### src/rtl/hack_mmio_hub_if.sv
// CPU-side bus of the Hack MMIO hub: address/data/write strobe, the
// per-Hack-cycle commit strobe, combinational read data and window select.
interface hack_mmio_hub_if #(
  parameter int unsigned WORD_WIDTH    = 16,
  parameter int unsigned ADDRESS_WIDTH = 15
);
  logic                     hack_commit;
  logic [ADDRESS_WIDTH-1:0] hack_addressM;
  logic                     hack_writeM;
  logic [WORD_WIDTH-1:0]    hack_outM;
  logic [WORD_WIDTH-1:0]    hack_inM;
  logic                     mmio_sel;

  modport master (
    output hack_commit, hack_addressM, hack_writeM, hack_outM,
    input  hack_inM, mmio_sel
  );

  modport slave (
    input  hack_commit, hack_addressM, hack_writeM, hack_outM,
    output hack_inM, mmio_sel
  );
endinterface

### src/rtl/hack_mmio_hub.sv
// hack_mmio_hub: memory-mapped I/O block for the Hack SoC.
// Offset map from MMIO_BASE: 0 KBD, 1 KSTAT, 2..2+N-1 GPIO[k], 2+N TIMER,
// 3+N TCTRL. Keyboard FIFO, GPIO output registers and, when the macro
// HACK_MMIO_TIMER_EN is defined, a prescaled free-running timer.
module hack_mmio_hub #(
  parameter int unsigned WORD_WIDTH     = 16,
  parameter int unsigned ADDRESS_WIDTH  = 15,
  parameter int unsigned MMIO_BASE      = 24576,
  parameter int unsigned GPIO_CHANNELS  = 2,
  parameter int unsigned KBD_FIFO_DEPTH = 4,
  parameter int unsigned TIMER_PRESCALE = 100
) (
  input  logic                                clk,
  input  logic                                reset,
  input  logic                                hack_reset,
  hack_mmio_hub_if.slave                      bus,
  input  logic                                key_valid,
  input  logic [7:0]                          key_code,
  output logic [GPIO_CHANNELS*WORD_WIDTH-1:0] gpio_o,
  output logic                                timer_wrap
);

  localparam int unsigned PTR_W = $clog2(KBD_FIFO_DEPTH);
  localparam int unsigned CNT_W = PTR_W + 1;

  localparam logic [ADDRESS_WIDTH-1:0] BASE      = ADDRESS_WIDTH'(MMIO_BASE);
  localparam logic [ADDRESS_WIDTH-1:0] OFF_KBD   = ADDRESS_WIDTH'(0);
  localparam logic [ADDRESS_WIDTH-1:0] OFF_KSTAT = ADDRESS_WIDTH'(1);
  localparam logic [ADDRESS_WIDTH-1:0] OFF_TCTRL = ADDRESS_WIDTH'(3 + GPIO_CHANNELS);
  localparam logic [CNT_W-1:0]         FULL_CNT  = CNT_W'(KBD_FIFO_DEPTH);

  if (GPIO_CHANNELS < 1 || GPIO_CHANNELS > 8) begin : g_bad_gpio
    $error("GPIO_CHANNELS must be 1..8");
  end
  if (KBD_FIFO_DEPTH < 2 || (KBD_FIFO_DEPTH & (KBD_FIFO_DEPTH - 1)) != 0) begin : g_bad_depth
    $error("KBD_FIFO_DEPTH must be a power of 2, >= 2");
  end
  if (TIMER_PRESCALE < 1) begin : g_bad_prescale
    $error("TIMER_PRESCALE must be >= 1");
  end

  // ---------------- address decode ----------------
  logic [ADDRESS_WIDTH-1:0] off;
  logic                     wr_en;

  assign off          = bus.hack_addressM - BASE;
  assign bus.mmio_sel = (bus.hack_addressM >= BASE) && (off <= OFF_TCTRL);
  assign wr_en        = bus.hack_commit && bus.hack_writeM && bus.mmio_sel && !hack_reset;

  // ---------------- keyboard FIFO ----------------
  logic [7:0]       mem [KBD_FIFO_DEPTH];
  logic [PTR_W-1:0] wr_ptr, rd_ptr;
  logic [CNT_W-1:0] count;
  logic             overflow;
  logic             empty, full, do_pop, do_push, ovf_set, ovf_clr;
  logic [WORD_WIDTH-1:0] kstat;

  // Push/pop arbitration: a pop frees the slot so a push into a full FIFO
  // in the same cycle is accepted without overflow.
  always_comb begin
    empty   = (count == '0);
    full    = (count == FULL_CNT);
    do_pop  = wr_en && (off == OFF_KSTAT) && bus.hack_outM[0] && !empty;
    ovf_clr = wr_en && (off == OFF_KSTAT) && bus.hack_outM[2];
    do_push = key_valid && (!full || do_pop);
    ovf_set = key_valid && full && !do_pop;
  end

  // FIFO pointers, occupancy count and sticky overflow flag.
  always_ff @(posedge clk) begin
    if (reset) begin
      wr_ptr   <= '0;
      rd_ptr   <= '0;
      count    <= '0;
      overflow <= 1'b0;
    end else begin
      if (do_push) wr_ptr <= wr_ptr + 1'b1;
      if (do_pop)  rd_ptr <= rd_ptr + 1'b1;
      count <= count + CNT_W'(do_push) - CNT_W'(do_pop);
      if (ovf_set)      overflow <= 1'b1;
      else if (ovf_clr) overflow <= 1'b0;
    end
  end

  // FIFO storage; contents need no reset since empty reads return 0.
  always_ff @(posedge clk) begin
    if (do_push) mem[wr_ptr] <= key_code;
  end

  // KSTAT status word assembly.
  always_comb begin
    kstat              = '0;
    kstat[0]           = !empty;
    kstat[1]           = full;
    kstat[2]           = overflow;
    kstat[3 +: CNT_W]  = count;
  end

  // ---------------- GPIO ----------------
  logic [WORD_WIDTH-1:0] gpio [GPIO_CHANNELS];

  // GPIO registers: cleared by either reset, loaded on committed writes.
  always_ff @(posedge clk) begin
    for (int unsigned k = 0; k < GPIO_CHANNELS; k++) begin
      if (reset || hack_reset) gpio[k] <= '0;
      else if (wr_en && off == ADDRESS_WIDTH'(2 + k)) gpio[k] <= bus.hack_outM;
    end
  end

  // Flatten GPIO registers onto the output bus.
  always_comb begin
    gpio_o = '0;
    for (int unsigned k = 0; k < GPIO_CHANNELS; k++) gpio_o[k*WORD_WIDTH +: WORD_WIDTH] = gpio[k];
  end

  // ---------------- timer ----------------
`ifdef HACK_MMIO_TIMER_EN
  localparam int unsigned PS_W = (TIMER_PRESCALE > 1) ? $clog2(TIMER_PRESCALE) : 1;
  localparam logic [ADDRESS_WIDTH-1:0] OFF_TIMER = ADDRESS_WIDTH'(2 + GPIO_CHANNELS);
  localparam logic [PS_W-1:0]          PS_LAST   = PS_W'(TIMER_PRESCALE - 1);

  logic [WORD_WIDTH-1:0] timer;
  logic [PS_W-1:0]       ps;
  logic                  t_en, t_wrapped;
  logic                  tick, timer_wr, tctrl_wr, wrap_now;

  // Tick and wrap detection; a TIMER write overrides the increment.
  always_comb begin
    tick     = t_en && (ps == PS_LAST);
    timer_wr = wr_en && (off == OFF_TIMER);
    tctrl_wr = wr_en && (off == OFF_TCTRL);
    wrap_now = tick && !timer_wr && (timer == '1);
  end

  // Prescaler, timer value, control bits and registered wrap pulse.
  always_ff @(posedge clk) begin
    if (reset || hack_reset) begin
      timer      <= '0;
      ps         <= '0;
      t_en       <= 1'b0;
      t_wrapped  <= 1'b0;
      timer_wrap <= 1'b0;
    end else begin
      timer_wrap <= wrap_now;
      if (timer_wr) begin
        timer <= bus.hack_outM;
        ps    <= '0;
      end else if (t_en) begin
        ps <= tick ? '0 : ps + 1'b1;
        if (tick) timer <= timer + 1'b1;
      end
      if (tctrl_wr) t_en <= bus.hack_outM[0];
      if (wrap_now)                          t_wrapped <= 1'b1;
      else if (tctrl_wr && bus.hack_outM[1]) t_wrapped <= 1'b0;
    end
  end
`else
  assign timer_wrap = 1'b0;
`endif

  // ---------------- read mux ----------------
  // Purely combinational from address and registers; reads never pop.
  always_comb begin
    bus.hack_inM = '0;
    if (bus.mmio_sel) begin
      if (off == OFF_KBD && !empty) bus.hack_inM = WORD_WIDTH'(mem[rd_ptr]);
      if (off == OFF_KSTAT)         bus.hack_inM = kstat;
      for (int unsigned k = 0; k < GPIO_CHANNELS; k++) begin
        if (off == ADDRESS_WIDTH'(2 + k)) bus.hack_inM = gpio[k];
      end
`ifdef HACK_MMIO_TIMER_EN
      if (off == OFF_TIMER) bus.hack_inM = timer;
      if (off == OFF_TCTRL) bus.hack_inM = WORD_WIDTH'({t_wrapped, t_en});
`endif
    end
  end

endmodule
### src/flat_wrapper.sv
// flat-port wrapper written by rule: the top's interface ports become plain ports
module hack_mmio_hub_flat 
#(
  parameter int unsigned WORD_WIDTH     = 16,
  parameter int unsigned ADDRESS_WIDTH  = 15,
  parameter int unsigned MMIO_BASE      = 24576,
  parameter int unsigned GPIO_CHANNELS  = 2,
  parameter int unsigned KBD_FIFO_DEPTH = 4,
  parameter int unsigned TIMER_PRESCALE = 100
)
  (clk, reset, hack_reset, key_valid, key_code, gpio_o, timer_wrap, bus_hack_commit, bus_hack_addressM, bus_hack_writeM, bus_hack_outM, bus_hack_inM, bus_mmio_sel);
  hack_mmio_hub_if #(.WORD_WIDTH(WORD_WIDTH), .ADDRESS_WIDTH(ADDRESS_WIDTH)) bus_i ();
  input  logic clk;
  input  logic reset;
  input  logic hack_reset;
  input  logic key_valid;
  input  logic [7:0] key_code;
  output logic [GPIO_CHANNELS*WORD_WIDTH-1:0] gpio_o;
  output logic timer_wrap;
  input wire logic [$bits(bus_i.hack_commit)-1:0] bus_hack_commit;
  input wire logic [$bits(bus_i.hack_addressM)-1:0] bus_hack_addressM;
  input wire logic [$bits(bus_i.hack_writeM)-1:0] bus_hack_writeM;
  input wire logic [$bits(bus_i.hack_outM)-1:0] bus_hack_outM;
  output wire logic [$bits(bus_i.hack_inM)-1:0] bus_hack_inM;
  output wire logic [$bits(bus_i.mmio_sel)-1:0] bus_mmio_sel;
  assign bus_i.hack_commit = bus_hack_commit;
  assign bus_i.hack_addressM = bus_hack_addressM;
  assign bus_i.hack_writeM = bus_hack_writeM;
  assign bus_i.hack_outM = bus_hack_outM;
  assign bus_hack_inM = bus_i.hack_inM;
  assign bus_mmio_sel = bus_i.mmio_sel;
  hack_mmio_hub #(.WORD_WIDTH(WORD_WIDTH), .ADDRESS_WIDTH(ADDRESS_WIDTH), .MMIO_BASE(MMIO_BASE), .GPIO_CHANNELS(GPIO_CHANNELS), .KBD_FIFO_DEPTH(KBD_FIFO_DEPTH), .TIMER_PRESCALE(TIMER_PRESCALE)) u_core (.clk(clk), .reset(reset), .hack_reset(hack_reset), .bus(bus_i), .key_valid(key_valid), .key_code(key_code), .gpio_o(gpio_o), .timer_wrap(timer_wrap));
endmodule
### config.mk
export PLATFORM = sky130hd
export DESIGN_NAME = hack_mmio_hub_flat
export DESIGN_NICKNAME = d
export VERILOG_FILES = /design/src/rtl/hack_mmio_hub_if.sv /design/src/rtl/hack_mmio_hub.sv /design/src/flat_wrapper.sv
export SDC_FILE = /design/constraint.sdc
export NUM_CORES = 1
export LEC_CHECK = 0
export ABC_AREA = 1
export CAP_MARGIN = 20
export CORE_ASPECT_RATIO = 1.4
export CORE_UTILIZATION = 30
export CTS_BUF_LIST = sky130_fd_sc_hd__clkbuf_2
export CTS_CLUSTER_DIAMETER = 50
export DETAILED_ROUTE_END_ITERATION = 12
export SLEW_MARGIN = 20
export SYNTH_ARGS = -nofsm -noshare
export SYNTH_HDL_FRONTEND = slang
export SYNTH_SLANG_ARGS = --single-unit
### constraint.sdc
create_clock -name clk -period 4 [get_ports clk]
set_input_delay 0.6 -clock clk [delete_from_list [all_inputs] [get_ports clk]]
set_output_delay 0.6 -clock clk [all_outputs]
set_load 0.03 [all_outputs]
# Word-level counts from Yosys, hierarchy flattened
# Memory sizes are Yosys's and may differ from the RTL's. A register that Yosys moved wholly into a read port is not among the register bits.
# Index checks and enable logic that the tools add are counted.
word_totals:
  ff_bits: 8
  ramBits: 64
  out_inout_bits: 50
  word_cells: 63
  memories: 2
op_classes:
  addsub: 5
  order_cmp: 2
  n_eq_ne: 4
  mux: 21
  bitwise: 2
  reduce_logical: 23
mem_list:
  columns: ["memory", "depth", "word_bits", "rd", "rd_clocked_by_memory_dff", "write_ports", "line_no", "rtl"]
  rows:
  - ["u_core.gpio", 2, 16, 2, 0, 2, "hack_mmio_hub.sv:100", "logic [WORD_WIDTH-1:0] gpio [GPIO_CHANNELS];"]
  - ["u_core.mem", 4, 8, 1, 1, 1, "hack_mmio_hub.sv:51", "logic [7:0] mem [KBD_FIFO_DEPTH];"]
op_table:
  columns: ["op", "count"]
  rows:
  - ["$mux 16", 5]
  - ["$eq 15x2->1 const B", 2]
  - ["$mux 8", 2]
  - ["$eq 15x1->1 const B", 1]
  - ["$ge 15x15->1 const B", 1]
  - ["$le 15x3->1 const B", 1]
  - ["$logic_not 15->1", 1]
  - ["$sub 15x15->15 const B", 1]
  - ["$logic_and 1x1->1", 14]
  - ["$mux 1", 12]
  - ["$add 2x1->2 const B", 2]
  - ["$logic_not 1->1", 4]
  - ["$mux 2", 2]
  - ["$add 3x1->3", 1]
  - ["$eq 3x3->1 const B", 1]
  - ["$logic_not 3->1", 1]
  - ["$sub 3x1->3", 1]
  - ["$logic_or 1x1->1", 2]
  - ["$or 1x1->1", 2]
  - ["$reduce_bool 2->1", 1]

# Logic depth before layout (Yosys ltp)
# Gate-level depths: netlist (run 1).
depth:
  depth_word: 12
  depth_mapped: 16

# Least setup slack after synthesis (run 1)
# OpenSTA, ideal clock, no wires.
synth_path:
  kind: "input-to-reg"
  from: "input port bus_hack_addressM[13]"
  to: "memory u_core.gpio[1][0] (enable)"
  t_arrival_ns: 2.851
  path_slack_ns: 0.738
  path_stages: 9
  n_path_buf: 1
  cell_sequence: "ha_1 -> inv_1 -> nand3_1 -> nor2_2 -> nand2_2 -> inv_2 -> nand4_2 -> clkbuf_1 -> o21ai_0"
synth_lines:
  columns: ["item", "line_no", "rtl"]
  rows:
  - ["start, declared", "flat_wrapper.sv:21", "input wire logic [$bits(bus_i.hack_addressM)-1:0] bus_hack_addressM;"]
  - ["end, declared", "hack_mmio_hub.sv:100", null]

# Final worst setup path (run 1)
layout_path:
  from: "input port bus_hack_addressM[13]"
  to: "output port bus_hack_inM[4]"
layout_between:
  elab_chain_len: 8
  elab_cells_between_ends: 14
layout_lines:
  columns: ["item", "line_no", "rtl"]
  rows:
  - ["$sub 15x15->15", "hack_mmio_hub.sv:46", "assign off = bus.hack_addressM - BASE;"]
  - ["$logic_not 15->1", "hack_mmio_hub.sv:166", "if (off == OFF_KBD && !empty) bus.hack_inM = WORD_WIDTH'(mem[rd_ptr]);"]
  - ["$logic_and 1x1->1", "hack_mmio_hub.sv:166", null]
  - ["$mux 8", "hack_mmio_hub.sv:166", null]
  - ["$mux 8", "hack_mmio_hub.sv:167", "if (off == OFF_KSTAT) bus.hack_inM = kstat;"]
  - ["$mux 16 (2 in a row)", "hack_mmio_hub.sv:169", "if (off == ADDRESS_WIDTH'(2 + k)) bus.hack_inM = gpio[k];"]
  - ["$mux 16 (*)", "hack_mmio_hub.sv:165", "if (bus.mmio_sel) begin"]
  - ["end, declared", "flat_wrapper.sv:24", "output wire logic [$bits(bus_i.hack_inM)-1:0] bus_hack_inM;"]
# Mark *: on every way between the ends. The rest lies on a longest branch, timed or not.

==> run metrics, run 1 <==
Reg2Reg Depth=9; Worst Hold Depth=2; I/O pin count=95; Syn Inst Count=396; clock sink count=74; final hold violations=0; MaxCap Viol Count=0; vias in the first global route=3,079; total CTS buffers=9; element type at the critical path end=primary output; worst r2r src=u_core.count[2]$_SDFF_PP0_; die area=0.01266 sq mm; CP startpoint kind=primary input; Pleak=0.001947 uW; Req. time, crit path=3.40 ns; Mapped Nets=448; Buffers on Ports=93; Hold Crit Start=u_core.overflow$_SDFFE_PP0P_; most frequent cells in the layout=clkdlybuf4s50_1, nand2_1, nor2_1; terminus of the critical flop-to-flop path=u_core.count[1]$_SDFF_PP0_; final net count=552; Starting Density=30.84%; GP Congestion=0.8308; Die Width=95.40 microns; Area growth syn-to-layout=33.64%; Vias=3,060; Distinct cells, synth=31; Setup Buffers After CTS=0; hold buffer count at cts=0; Via density=4.693; setup TNS=0 ns; Hold Crit Endpoint=u_core.overflow$_SDFFE_PP0P_; RSZ-0062 raised after global routing=no; pin count of the biggest net entering global routing=18; Max Clk Rate=0.2867 GHz; Root Driver=clkbuf_2; Routed Antenna Nets=0; Least-Margin Pin Slew=0.5070 ns; pwr/cell area=337.1 mW/mm^2; CTS tree=built; Core Region=0.01188 sq mm; post-CTS resize count=0; dpl hpwl=7112 microns; height of the die=132.8 microns; H-tree level count=3; wire per inst=14.54 microns; cell area after synthesis=0.003664 sq mm; first-pass GRT wire length=15,170 microns; Final Skew=0.02062 ns; row count=47; grt ovf=0; Finished Cell Area=0.004896 sq mm; Ant. Diodes=0; Clock Tree Buf Depth=2; Finish-stage setup viols=0; worst rel slew slack=65.94%; all-layer global routing usage=15.80%; First-pass DRT Iterations=4; period utilization=87.20%; Syn. warnings=0; dpl cell area=0.004750 sq mm; Period minus WS final=3.488 ns; crit path max fanout=8; DRT Wirelength=9481 microns; initial antenna violation count=0; Fin Hold WS=0.5011 ns; share of post-route cells with drive strength above 1=13.27%; Final Util=41.22%; Yosys top cell area share=52.46%; status=completed; remaining routing DRC violations=0; top post-synthesis cells by area=edfxtp_1, nand2_1, nor2_1; clock slew seen by the registers of the worst setup and hold paths=0.22 ns; 1st-iter DRT viols=168; HP Class=flop to flop; VDD IR max=0.2037 mV; syn_area_per_cell=9.251 sq um; Setup CP Type=primary input to primary output; synthesized flop and latch total=74; cell taking the most area after synthesis=edfxtp_1; fin. max-slew vios=0; Arr. time, crit path=2.89 ns; latest clock arrival within the worst-skew pair=0.52 ns; most common cell after layout, fill and taps aside=clkdlybuf4s50_1; FILL cells=1,206; sequential share of the synthesized area=57.92%; internal reg-to-reg setup slack=1.80 ns
-- synthesized netlist by cell type --
cell type,instances
o21bai_1,1
or2_0,4
nand4_1,4
nor3_1,2
ha_1,6
nand2_1,76
a21oi_1,30
nand4_2,3
o2111ai_1,1
nor2_4,1
conb_1,1
o21ai_2,1
buf_2,3
o21ai_0,26
fa_1,1
buf_6,2
clkinv_1,1
nand3_4,3
clkinv_2,1
o22ai_1,6
nor3_2,1
edfxtp_1,64
inv_1,45
nor2_2,7
dfxtp_1,10
buf_4,1
inv_2,6
nand2_2,4
clkbuf_1,3
nand3_1,8
nor2_1,74
-- per-stage QoR --
step	setup slack [ns]	std cells	total power, uW
final	0.5120	652	1650
after global routing	0.2625	652	1724
after CTS	0.4990	652	1667
after detailed placement	0.3500	636	1168
after global placement	0.4753	636	1163
after floorplan	0.7378	396	1043
-- critical path, cell delays in order --
cell and delay [ns]:
clkdlybuf4s50_1 0.46, ha_1 0.33, inv_1 0.06, nand3_1 0.08, nor2_2 0.18, nand2_2 0.12, nor3_2 0.40, nand2_1 0.11
nand2_1 0.08, nand2_1 0.05, nand2_1 0.05, nand2_1 0.05, a21oi_1 0.13, buf_4 0.18
-- power breakdown --
group | internal [uW] | switching (uW) | leakage (uW)
combinational | 101 | 138 | 0.00114
clock | 214 | 286 | 0.0000860
sequential | 886 | 24.5 | 0.000723
-- kinds of logic (layout without fill, tap and decap cells) --
kind of cell             Yosys count  in the layout  share of synthesized area, %
AND/OR/NAND/NOR                  187            187                         23.02
flip-flops                        74             74                         57.92
AO/OA/AOI/OAI                     65             65                         9.358
buffers and inverters             62            171                         7.001
adder cells (fa/ha/maj)            7              7                         2.596
other                              1              1                        0.1024
-- worst max-delay path by stage --
| stage | slack, ns | from | end |
|---|---|---|---|
| 2_1_floorplan | 0.74 | bus_hack_addressM[13] | u_core.gpio[1][0]$_SDFFCE_PN0P_ |
| 3_3_place_gp | 0.48 | bus_hack_addressM[13] | u_core.count[2]$_SDFF_PP0_ |
| 3_5_place_dp | 0.35 | bus_hack_addressM[13] | u_core.count[2]$_SDFF_PP0_ |
| 4_1_cts | 0.50 | bus_hack_addressM[13] | bus_hack_inM[4] |
| 5_1_grt | 0.26 | bus_hack_addressM[13] | bus_hack_inM[2] |
| 6_report | 0.51 | bus_hack_addressM[13] | bus_hack_inM[4] |
-- flip-flops by register name (all words and copies together), names as in the netlist, named ones only --
signal           count
u_core.rd_ptr        2
u_core.overflow      1
u_core.wr_ptr        2
u_core.count         3
u_core.gpio         32
u_core.mem          32
-- cell type report --
class                      count  area, sq um  share of cell area [%]
tap                          147        183.9                   3.757
multi-input combinational    260         1285                   26.25
timing repair buffer         102        958.4                   19.58
clock buffer                   9        45.04                  0.9200
clock inverter                 7        101.3                   2.070
inverter                      53        200.2                   4.089
sequential                    74         2122                   43.34
-- layer usage --
| metal | track usage, % | part of all wire, % |
|---|---|---|
| met5 | 0 | 0 |
| met3 | 5.000 | 7.8 |
| met4 | 5.721 | 1.4 |
| met1 | 17.93 | 40 |
| met2 | 27.30 | 51 |
Power figures use the tool's default switching activity.
==> run 2, diff against run 1 <==
- CORE_UTILIZATION: 30 -> 51
- PLACE_DENSITY: not set -> 0.83
==> run metrics, run 2 (synthesis gave the netlist of run 1 again) <==
multi-input logic area=0.001285 sq mm (unchanged); I/O pin count=95 (unchanged); 1st-iter DRT viols=102 (-39%); Hold Crit Endpoint=u_core.overflow$_SDFFE_PP0P_; worst r2r src=u_core.count[0]$_SDFF_PP0_; Via density=5.018 (+6.9%); HP Class=flop to flop; sequential cell area=0.002122 sq mm (unchanged); Ant. Diodes=0 (unchanged); crit path max fanout=8 (unchanged); MaxCap Viol Count=0 (unchanged); remaining routing DRC violations=0 (unchanged); die area=0.007531 sq mm (-41%); First-pass DRT Iterations=4 (unchanged); FILL cells=528 (-56%); Pleak=0.001972 uW (+1.3%); row count=36 (-23%); Arr. time, crit path=3.23 ns (+0.34 ns); wire per inst=14.66 microns (+0.83%); Core Region=0.006937 sq mm (-42%); worst slack at placement=0.08302 ns (-0.2670 ns); Buffers on Ports=93 (unchanged); Starting Density=52.81% (+22 points); status=completed; Hold Crit Start=u_core.overflow$_SDFFE_PP0P_; Power Total=1703 uW (+3.2%); clock sink count=74 (unchanged); pwr/cell area=349.0 mW/mm^2 (+3.5%); Setup CP Type=primary input to primary output; height of the die=102.3 microns (-23%); biggest registers after layout=u_core.gpio: 32 flops, u_core.mem: 32 flops, u_core.count: 3 flops; Finished Cell Area=0.004881 sq mm (-0.31%); setup TNS=0 ns (unchanged); Final Skew=0.02701 ns (+0.006391 ns); GP Congestion=0.8850 (+6.5%); Period minus WS final=3.827 ns (+0.3393 ns); most common cell after layout, fill and taps aside=clkdlybuf4s50_1; Vias=3,021 (-1.3%); latest clock arrival within the worst-skew pair=0.56 ns (+0.04 ns); Req. time, crit path=3.40 ns (about the same); final hold violations=0 (unchanged); hold buffer count at cts=0 (unchanged); clock slew seen by the registers of the worst setup and hold paths=0.22 ns (about the same); Routed Antenna Nets=0 (unchanged); internal reg-to-reg setup slack=1.96 ns (+0.16 ns); Worst Hold Depth=2 (unchanged); dpl cell area=0.004695 sq mm (-1.2%); CTS tree=built; final net count=554 (+0.36%); fin. max-slew vios=0 (unchanged); DRT Wirelength=8827 microns (-6.9%); dpl hpwl=6361 microns (-11%); grt ovf=0 (unchanged); Area growth syn-to-layout=33.23%; Max Clk Rate=0.2613 GHz (-8.9%); Least-Margin Pin Slew=0.5174 ns (+0.01040 ns); CP startpoint kind=primary input; Root Driver=clkbuf_2; first-pass GRT wire length=13,470 microns (-11%); terminus of the critical flop-to-flop path=u_core.count[1]$_SDFF_PP0_; Finish-stage setup viols=0 (unchanged); worst rel slew slack=65.46% (-0.48 points); Clock Tree Buf Depth=2 (unchanged); pin count of the biggest net entering global routing=18 (unchanged); all-layer global routing usage=24.63% (+8.8 points); VDD IR max=0.2932 mV (+44%); Reg2Reg Depth=9 (unchanged); H-tree level count=3 (unchanged); period utilization=95.68% (+8.5 points); Die Width=73.63 microns (-23%); element type at the critical path end=primary output; share of post-route cells with drive strength above 1=13.02% (-0.25 points); RSZ-0062 raised after global routing=no; most frequent cells in the layout=clkdlybuf4s50_1, nand2_1, nor2_1; initial antenna violation count=0 (unchanged); vias in the first global route=2,994 (-2.8%); total CTS buffers=9 (unchanged); final worst-path setup slack=0.1727 ns (-0.3393 ns)
[run 2: worst max-delay path by stage]
stage | from | end | slack (ns)
finish | bus_hack_addressM[13] | bus_hack_inM[5] | 0.17
global route | bus_hack_addressM[13] | bus_hack_inM[4] | 0.008
CTS | bus_hack_addressM[13] | bus_hack_inM[5] | 0.08
detailed placement | bus_hack_addressM[13] | bus_hack_inM[5] | 0.08
global placement | bus_hack_addressM[13] | bus_hack_inM[1] | 0.17
floorplan | bus_hack_addressM[13] | u_core.gpio[1][0]$_SDFFCE_PN0P_ | 0.74
[run 2: area by class of cell]
cell class	instances	area share [%]
clock buffer	9	0.9228
clock inverter	7	2.538
inverter	53	4.102
multi-input combinational	260	26.33
sequential	74	43.48
tap	95	2.435
timing repair buffer	104	20.20
[run 2: worst max-delay path, stage by stage]
cell	delay, ns
clkdlybuf4s50_1	0.46
ha_1	0.33
inv_1	0.06
nand3_1	0.08
nor2_2	0.19
nand2_2	0.12
nor3_2	0.11
buf_4	0.17
nand2_1	0.06
nand2_1	0.06
nand2_1	0.05
nand2_1	0.06
nand2_1	0.06
a21oi_1	0.13
clkdlybuf4s50_1	0.69
[run 2: routing by layer]
| layer | vias to the layer above | global-route usage (%) | share of wire [%] |
|---|---|---|---|
| li1 | 1516 | - | - |
| met1 | 1407 | 25.47 | 37 |
| met2 | 84 | 44.60 | 54 |
| met3 | 14 | 8.087 | 6.8 |
| met4 | 0 | 10.95 | 1.7 |
| met5 | - | 0 | 0 |
[run 2: timing repair]
item                                    4_1_cts  5_1_grt
gates resized for setup                       0        1
endpoints found under the setup margin        0        4
buffers inserted                              0        2
[run 2: stage by stage]
stage               utilization (%)  std cells  hold slack [ns]
global route                  70.36        602           0.5338
CTS                           70.11        600           0.4951
detailed placement            67.68        584           0.4692
finish                        70.36        602           0.4908
floorplan                         -        396           0.4427
global placement              67.68        584           0.4606
[run 2: power by group]
group | internal [uW] | switching (uW) | leakage [uW] | total (uW)
logic | 101 | 135 | 0.00116 | 235
clock network | 274 | 285 | 0.0000931 | 559
registers | 886 | 22.8 | 0.000723 | 909
total | 1260 | 442 | 0.00197 | 1700
